`src/rtl/controle_execucao_pkg.sv`:
```
// Shared definitions for the execution sequencer of the single-cycle ARM core:
// sequencer state encodings, ALU op codes shared with the decoder/ALU, and a
// width helper for small counters.
package controle_execucao_pkg;

  typedef enum logic [2:0] {
    INICIO    = 3'd0,
    EXECUTA   = 3'd1,
    ESPERA_IN = 3'd2,
    DIVIDE    = 3'd3,
    PARADO    = 3'd4
  } estado_t;

  localparam logic [3:0] ULA_UDIV = 4'b0100;

  // Counter width for a count of n, never narrower than one bit.
  function automatic int largura_min1(input int n);
    return (n <= 2) ? 1 : $clog2(n);
  endfunction

endpackage

```
`src/rtl/controle_execucao_if.sv`:
```
// Bundle of decoder control lines, the raw confirm button and the
// sequencer's enables/status outputs.
interface controle_execucao_if;
  import controle_execucao_pkg::*;

  logic       CTRLHalt;
  logic       CTRLCLK;
  logic       CTRLSaida;
  logic [3:0] CTRLOpULA;
  logic       CTRLEscritaReg;
  logic       Botao;

  logic       Inibe;
  logic       HabilitaPC;
  logic       HabilitaEscrita;
  logic       PulsoSaida;
  logic       LEDEspera;
  logic       Parado;
  logic [2:0] Estado;

  modport slave (
    input  CTRLHalt, CTRLCLK, CTRLSaida, CTRLOpULA, CTRLEscritaReg, Botao,
    output Inibe, HabilitaPC, HabilitaEscrita, PulsoSaida, LEDEspera, Parado, Estado
  );

  modport master (
    output CTRLHalt, CTRLCLK, CTRLSaida, CTRLOpULA, CTRLEscritaReg, Botao,
    input  Inibe, HabilitaPC, HabilitaEscrita, PulsoSaida, LEDEspera, Parado, Estado
  );

endinterface

```
`src/rtl/controle_execucao_debounce_botao.sv`:
```
// Confirm-button conditioner: two-flop synchronizer, polarity correction,
// debounce counter and a single-cycle pulse on each accepted press.
module debounce_botao
  import controle_execucao_pkg::*;
#(
  parameter int DEBOUNCE_CYCLES   = 50000,
  parameter bit BOTAO_ATIVO_BAIXO = 1'b1
) (
  input  logic Clock,
  input  logic Reset,
  input  logic botao,
  output logic pulso
);

  localparam int CW = $clog2(DEBOUNCE_CYCLES + 1);
  localparam logic [CW-1:0] LIMITE = CW'(DEBOUNCE_CYCLES - 1);

  logic          sinc1;
  logic          sinc2;
  logic          estavel;
  logic [CW-1:0] cont;

  // Bring the raw button into the clock domain, normalised so 1 = pressed.
  always_ff @(posedge Clock or negedge Reset) begin
    if (!Reset) begin
      sinc1 <= 1'b0;
      sinc2 <= 1'b0;
    end else begin
      sinc1 <= botao ^ BOTAO_ATIVO_BAIXO;
      sinc2 <= sinc1;
    end
  end

  // Accept a new level only after an unbroken run of disagreeing samples;
  // a press (released->pressed) produces exactly one pulse cycle.
  always_ff @(posedge Clock or negedge Reset) begin
    if (!Reset) begin
      cont    <= '0;
      estavel <= 1'b0;
      pulso   <= 1'b0;
    end else if (sinc2 == estavel) begin
      cont  <= '0;
      pulso <= 1'b0;
    end else if (cont == LIMITE) begin
      cont    <= '0;
      estavel <= sinc2;
      pulso   <= sinc2;
    end else begin
      cont  <= cont + 1'b1;
      pulso <= 1'b0;
    end
  end

endmodule

```
`src/rtl/controle_execucao.sv`:
```
// Execution sequencer: drives the decoder's Inibe, gates PC load and register
// write-back, stalls for HLT / IN / multi-cycle UDIV and pulses the output
// latch for OUT.
module controle_execucao
  import controle_execucao_pkg::*;
#(
  parameter int DEBOUNCE_CYCLES   = 50000,
  parameter int DIV_CYCLES        = 4,
  parameter bit BOTAO_ATIVO_BAIXO = 1'b1
) (
  input  logic Clock,
  input  logic Reset,
  controle_execucao_if.slave bus
);

  localparam int DW             = largura_min1(DIV_CYCLES);
  localparam int DIV_CARGA_INT  = (DIV_CYCLES > 1) ? DIV_CYCLES - 2 : 0;
  localparam logic [DW-1:0] DIV_CARGA = DW'(DIV_CARGA_INT);
  localparam bit DIV_MULTI      = (DIV_CYCLES > 1);

  estado_t       estado;
  estado_t       estado_prox;
  logic [DW-1:0] div_cont;
  logic [DW-1:0] div_prox;
  logic          pulso_botao;
  logic          eh_udiv;
  logic          hab_pc;
  logic          hab_escrita;
  logic          pulso_saida;

  debounce_botao #(
    .DEBOUNCE_CYCLES  (DEBOUNCE_CYCLES),
    .BOTAO_ATIVO_BAIXO(BOTAO_ATIVO_BAIXO)
  ) u_debounce (
    .Clock(Clock),
    .Reset(Reset),
    .botao(bus.Botao),
    .pulso(pulso_botao)
  );

  // A UDIV that writes back only stalls when the divider needs several cycles.
  assign eh_udiv = (bus.CTRLOpULA == ULA_UDIV) && bus.CTRLEscritaReg && DIV_MULTI;

  // State register and divide countdown.
  always_ff @(posedge Clock or negedge Reset) begin
    if (!Reset) begin
      estado   <= INICIO;
      div_cont <= '0;
    end else begin
      estado   <= estado_prox;
      div_cont <= div_prox;
    end
  end

  // Next state and the Mealy enables; enables only rise in a committing cycle.
  always_comb begin
    estado_prox = estado;
    div_prox    = div_cont;
    hab_pc      = 1'b0;
    hab_escrita = 1'b0;
    pulso_saida = 1'b0;
    case (estado)
      INICIO: begin
        estado_prox = EXECUTA;
      end
      EXECUTA: begin
        if (bus.CTRLHalt) begin
          estado_prox = PARADO;
        end else if (bus.CTRLCLK) begin
          estado_prox = ESPERA_IN;
        end else if (eh_udiv) begin
          div_prox    = DIV_CARGA;
          estado_prox = DIVIDE;
        end else begin
          hab_pc      = 1'b1;
          hab_escrita = 1'b1;
          pulso_saida = bus.CTRLSaida;
        end
      end
      ESPERA_IN: begin
        if (pulso_botao) begin
          hab_pc      = 1'b1;
          hab_escrita = 1'b1;
          estado_prox = EXECUTA;
        end
      end
      DIVIDE: begin
        if (div_cont == '0) begin
          hab_pc      = 1'b1;
          hab_escrita = 1'b1;
          estado_prox = EXECUTA;
        end else begin
          div_prox = div_cont - 1'b1;
        end
      end
      PARADO: begin
        estado_prox = PARADO;
      end
      default: begin
        estado_prox = INICIO;
      end
    endcase
  end

  assign bus.HabilitaPC      = hab_pc;
  assign bus.HabilitaEscrita = hab_escrita;
  assign bus.PulsoSaida      = pulso_saida;
  assign bus.Inibe           = (estado == INICIO) || (estado == PARADO);
  assign bus.LEDEspera       = (estado == ESPERA_IN);
  assign bus.Parado          = (estado == PARADO);
  assign bus.Estado          = estado;

endmodule

```
`src/flat_wrapper.sv`:
```
// flat-port wrapper written by rule: the top's interface ports become plain ports
module controle_execucao_flat import controle_execucao_pkg::*;
#(
  parameter int DEBOUNCE_CYCLES   = 50000,
  parameter int DIV_CYCLES        = 4,
  parameter bit BOTAO_ATIVO_BAIXO = 1'b1
)
  (Clock, Reset, bus_CTRLHalt, bus_CTRLCLK, bus_CTRLSaida, bus_CTRLOpULA, bus_CTRLEscritaReg, bus_Botao, bus_Inibe, bus_HabilitaPC, bus_HabilitaEscrita, bus_PulsoSaida, bus_LEDEspera, bus_Parado, bus_Estado);
  controle_execucao_if bus_i ();
  input  logic Clock;
  input  logic Reset;
  input wire logic [$bits(bus_i.CTRLHalt)-1:0] bus_CTRLHalt;
  input wire logic [$bits(bus_i.CTRLCLK)-1:0] bus_CTRLCLK;
  input wire logic [$bits(bus_i.CTRLSaida)-1:0] bus_CTRLSaida;
  input wire logic [$bits(bus_i.CTRLOpULA)-1:0] bus_CTRLOpULA;
  input wire logic [$bits(bus_i.CTRLEscritaReg)-1:0] bus_CTRLEscritaReg;
  input wire logic [$bits(bus_i.Botao)-1:0] bus_Botao;
  output wire logic [$bits(bus_i.Inibe)-1:0] bus_Inibe;
  output wire logic [$bits(bus_i.HabilitaPC)-1:0] bus_HabilitaPC;
  output wire logic [$bits(bus_i.HabilitaEscrita)-1:0] bus_HabilitaEscrita;
  output wire logic [$bits(bus_i.PulsoSaida)-1:0] bus_PulsoSaida;
  output wire logic [$bits(bus_i.LEDEspera)-1:0] bus_LEDEspera;
  output wire logic [$bits(bus_i.Parado)-1:0] bus_Parado;
  output wire logic [$bits(bus_i.Estado)-1:0] bus_Estado;
  assign bus_i.CTRLHalt = bus_CTRLHalt;
  assign bus_i.CTRLCLK = bus_CTRLCLK;
  assign bus_i.CTRLSaida = bus_CTRLSaida;
  assign bus_i.CTRLOpULA = bus_CTRLOpULA;
  assign bus_i.CTRLEscritaReg = bus_CTRLEscritaReg;
  assign bus_i.Botao = bus_Botao;
  assign bus_Inibe = bus_i.Inibe;
  assign bus_HabilitaPC = bus_i.HabilitaPC;
  assign bus_HabilitaEscrita = bus_i.HabilitaEscrita;
  assign bus_PulsoSaida = bus_i.PulsoSaida;
  assign bus_LEDEspera = bus_i.LEDEspera;
  assign bus_Parado = bus_i.Parado;
  assign bus_Estado = bus_i.Estado;
  controle_execucao #(.DEBOUNCE_CYCLES(DEBOUNCE_CYCLES), .DIV_CYCLES(DIV_CYCLES), .BOTAO_ATIVO_BAIXO(BOTAO_ATIVO_BAIXO)) u_core (.Clock(Clock), .Reset(Reset), .bus(bus_i));
endmodule
```
`config.mk`:
```
export PLATFORM = sky130hd
export DESIGN_NAME = controle_execucao_flat
export DESIGN_NICKNAME = d
export VERILOG_FILES = /design/src/rtl/controle_execucao_pkg.sv /design/src/rtl/controle_execucao_if.sv /design/src/rtl/controle_execucao_debounce_botao.sv /design/src/rtl/controle_execucao.sv /design/src/flat_wrapper.sv
export SDC_FILE = /design/constraint.sdc
export NUM_CORES = 1
export LEC_CHECK = 0
export ABC_AREA = 0
export BUFFER_PORTS_ARGS = -buffer_cell sky130_fd_sc_hd__clkbuf_2
export CAP_MARGIN = 20
export CORE_ASPECT_RATIO = 0.75
export CORE_UTILIZATION = 49
export DETAILED_ROUTE_END_ITERATION = 10
export PLACE_DENSITY = 0.73
export SYNTH_ARGS = -nofsm -noshare
export SYNTH_HDL_FRONTEND = slang
export SYNTH_SLANG_ARGS = --single-unit
```
`constraint.sdc`:
```
create_clock -name Clock -period 1.7 [get_ports Clock]
set_input_delay 0.425 -clock Clock [delete_from_list [all_inputs] [get_ports Clock]]
set_output_delay 0.425 -clock Clock [all_outputs]
set_load 0.01 [all_outputs]
```
==> run summary <==
CP max stage delay: 0.53 ns
Status: finished, violations left
Sequential share of power: 0.416
Layout Utilization: 0.715
Flop2flop setup slack: -0.10 ns
Initial antenna violation count: 0
CTS sink cnt: 25
Synthesized flop and latch total: 25
Buffers & Inverters on Critical Path: 0
Remaining antenna violation count: 0
DP Wirelength: 2.06 mm
Worst Reg2Reg Path Length in Cells: 4
Leakage power: 0.785 nW
Maximum clock rate: 0.555 GHz
Antenna diodes: 0
Hold Vio Cnt, Final: 0
Core box area: 2360 um^2
DRT Wirelength: 2.87 mm
Non-filler cells, final: 207
Synth Net Count: 141
Post-CTS Hold Fix Bufs: 0
Worst EP required: 1.93 ns
Top_reg_cell synth: dfrtp_1
Failing checks: negative setup slack
Async SR Flop Fraction: 1.00
DR vias: 1084
DRC violation count after routing: 0
Clock Tree Buf Depth: 2
Critical Path, Cell by Cell: nor4_4, nand3_2, or4_4, mux2_4
Combinational group share of total power: 0.423
Post-synth EDFFs: 0
Sw frac: 0.347
Netlist cell types: 30
WL per Instance: 13.9 um
Yosys warns: 0
Post-synthesis sequential area ratio: 0.494
RePlAce Congestion: 0.861
Worst path top cell family by delay: simple AND/OR/NAND/NOR gates
Grt total ovfl: 0
Clock Latency Late Sink: 0.33 ns
# port buffers: 19
Die Ht: 46.0 um
Slew margin rel.: 0.586
Critical path class: reg -> reg
Vias/cell: 5.24
CTS tree: built
Slowest cell on the critical path: or4_4
Area delta synth->final: 33.5%
Max VDD drop: 0.772 mV
Tmin final: 1.80 ns
Die ar.: 2790 um^2
Die width: 60.7 um
Clk_skew: 0.00523 ns
Final Cycle Share: 1.06
Fraction of layout instances using a drive strength above 1: 0.376
PD cells: 1020 nW/um^2
Root Driver: clkbuf_4
Clock share of power: 0.162
Worst R2R End: u_core.u_debounce.estavel$_DFFE_PN0P_
Final setup fails: 4
1st-iter DRT viols: 49
Filler cells: 184
Slew @ Worst Pin: 0.621 ns
Worst Path Arrival: 2.03 ns
Unrepaired setup endpoints after global routing: yes
Vias in the first global route: 1030
Hold/Removal Path Class: in -> async
Final Worst Setup Slack: -0.102 ns
Mean Syn Cell Area: 9.89 um^2
NetSw: 599 uW
Inserted Clock Buffers: 3
IO Pins: 20
Max-cap violations: 0
First-pass GRT wire length: 4.58 mm
Mapped cell area: 1270 um^2
Int Pwr: 1.12 mW
Post-layout nets: 187
Worst r2r src: u_core.u_debounce.cont[5]$_DFF_PN0_
Starting Density: 0.535
FP Rows: 15
Sum Neg Setup Slack: -0.388 ns
First-pass DRT Iterations: 5
Post-Place Cells: 196
Post-Synthesis Cells: 128
Critical Path Sink Type: register
Total track usage: 0.235
Slew Limit Fails: 0
Startpoint class of the critical path: register
H-tree depth: 1
Crit path max fanout: 3
Clock Pin Slew Worst Setup and Hold Paths: 0.14 ns
Largest net degree at the start of global routing: 26
==> kinds of logic (layout without fill, tap and decap cells) <==
kind of cell             after synthesis  in the layout  synth area share
AND/OR/NAND/NOR                       67             67             0.270
flip-flops                            25             25             0.494
XOR/XNOR                              15             15             0.104
AO/OA/AOI/OAI                          9              9            0.0652
buffers and inverters                  8             53            0.0277
adder cells (fa/ha/maj)                2              2            0.0198
multiplexers                           2              2            0.0198
==> worst max path at each step <==
stage | startpoint | to | slack [ns] | cells past startpoint
4_1_cts | u_core.u_debounce.cont[5]$_DFF_PN0_ | u_core.u_debounce.estavel$_DFFE_PN0P_ | -0.11 | 4
5_1_grt | u_core.bus.Estado[1]$_DFFE_PN0P_ | bus_HabilitaEscrita | -0.21 | 4
6_report | u_core.u_debounce.cont[5]$_DFF_PN0_ | u_core.u_debounce.estavel$_DFFE_PN0P_ | -0.10 | 4
2_1_floorplan | u_core.u_debounce.cont[13]$_DFF_PN0_ | u_core.u_debounce.estavel$_DFFE_PN0P_ | -0.06 | 4
3_3_place_gp | bus_CTRLOpULA[1] | bus_PulsoSaida | -0.09 | 5
3_5_place_dp | u_core.u_debounce.cont[13]$_DFF_PN0_ | u_core.u_debounce.estavel$_DFFE_PN0P_ | -0.11 | 4
==> power by group through the flow <==
stage / Sequential, mW / Clock (mW) / Combinational (mW)
after CTS: 0.715 / 0.287 / 0.721
after global placement: 0.721 / 0 / 0.564
final: 0.716 / 0.279 / 0.728
after detailed placement: 0.725 / 0 / 0.591
after global routing: 0.726 / 0.312 / 0.797
after floorplan: 0.762 / 0 / 0.289
==> routing by layer <==
| metal | wire, um | part of all wire | track usage | vias up |
|---|---|---|---|---|
| met5 | 0 | 0 | 0 | - |
| met4 | 61 | 0.021 | 0.0955 | 0 |
| met3 | 119 | 0.041 | 0.0682 | 6 |
| met2 | 1300 | 0.45 | 0.365 | 20 |
| met1 | 1390 | 0.48 | 0.309 | 529 |
| li1 | - | - | - | 529 |
==> synth_stat cells (2+ instances only) <==
master | count | area share
nor2_1 | 26 | 0.077
dfrtp_1 | 25 | 0.49
xnor2_1 | 13 | 0.090
inv_1 | 6 | 0.018
nand2_1 | 6 | 0.018
nand3_1 | 6 | 0.024
nor3_1 | 6 | 0.024
a21oi_1 | 4 | 0.016
nor2b_1 | 4 | 0.020
nor4_1 | 4 | 0.020
nand2b_1 | 3 | 0.015
nand4_1 | 3 | 0.015
and2_1 | 2 | 0.0099
ha_1 | 2 | 0.020
or3_1 | 2 | 0.0099
xor2_1 | 2 | 0.014
==> cell usage in the layout, fill, tap and decap left out, drive strengths merged, types with 2 or more instances in the layout <==
master | netlist | layout
inv | 6 | 6
clkbuf | 0 | 18
and2 | 2 | 2
nor2b | 4 | 4
nor3 | 6 | 6
or3 | 2 | 2
xor2 | 2 | 2
nand3 | 7 | 7
ha | 2 | 2
xnor2 | 13 | 13
nor2 | 26 | 26
nor4 | 5 | 5
buf | 2 | 28
nand2b | 3 | 3
a21oi | 4 | 4
dfrtp | 25 | 25
nand2 | 6 | 6
nand4 | 3 | 3
==> sequential cells by signal, indices dropped and copies added (netlist names) <==
| signal | cells |
|---|---|
| u_core.u_debounce.sinc2 | 1 |
| u_core.div_cont | 2 |
| u_core.u_debounce.sinc1 | 1 |
| u_core.bus.Estado | 3 |
| u_core.u_debounce.pulso | 1 |
| u_core.u_debounce.cont | 16 |
| u_core.u_debounce.estavel | 1 |
==> layout make-up <==
| cell class | instances | area, um^2 | area share |
|---|---|---|---|
| clock inverter | 1 | 7.51 | 0.00444 |
| tap | 34 | 42.5 | 0.0252 |
| inverter | 6 | 22.5 | 0.0133 |
| timing repair buffer | 43 | 292 | 0.172 |
| clock buffer | 3 | 22.5 | 0.0133 |
| multi-input combinational | 95 | 678 | 0.401 |
| sequential | 25 | 626 | 0.370 |
==> stage by stage <==
step	worst slack [ns]	power [mW]	cell area [um^2]	hold WS (ns)
floorplan	-0.0635	1.05	1280	0.129
finish	-0.102	1.72	1690	0.0785
global route	-0.208	1.83	1690	0.101
detailed placement	-0.105	1.32	1540	0.340
global placement	-0.0907	1.29	1540	0.336
CTS	-0.113	1.72	1650	0.0815
==> timing repair <==
action,4_1_cts,5_1_grt
gates cloned,0,0
pin swaps,7,3
setup buffers,6,1
gates resized for setup,7,11
setup endpoints to repair,20,23
No activity file was read; power rests on OpenSTA's default activity.
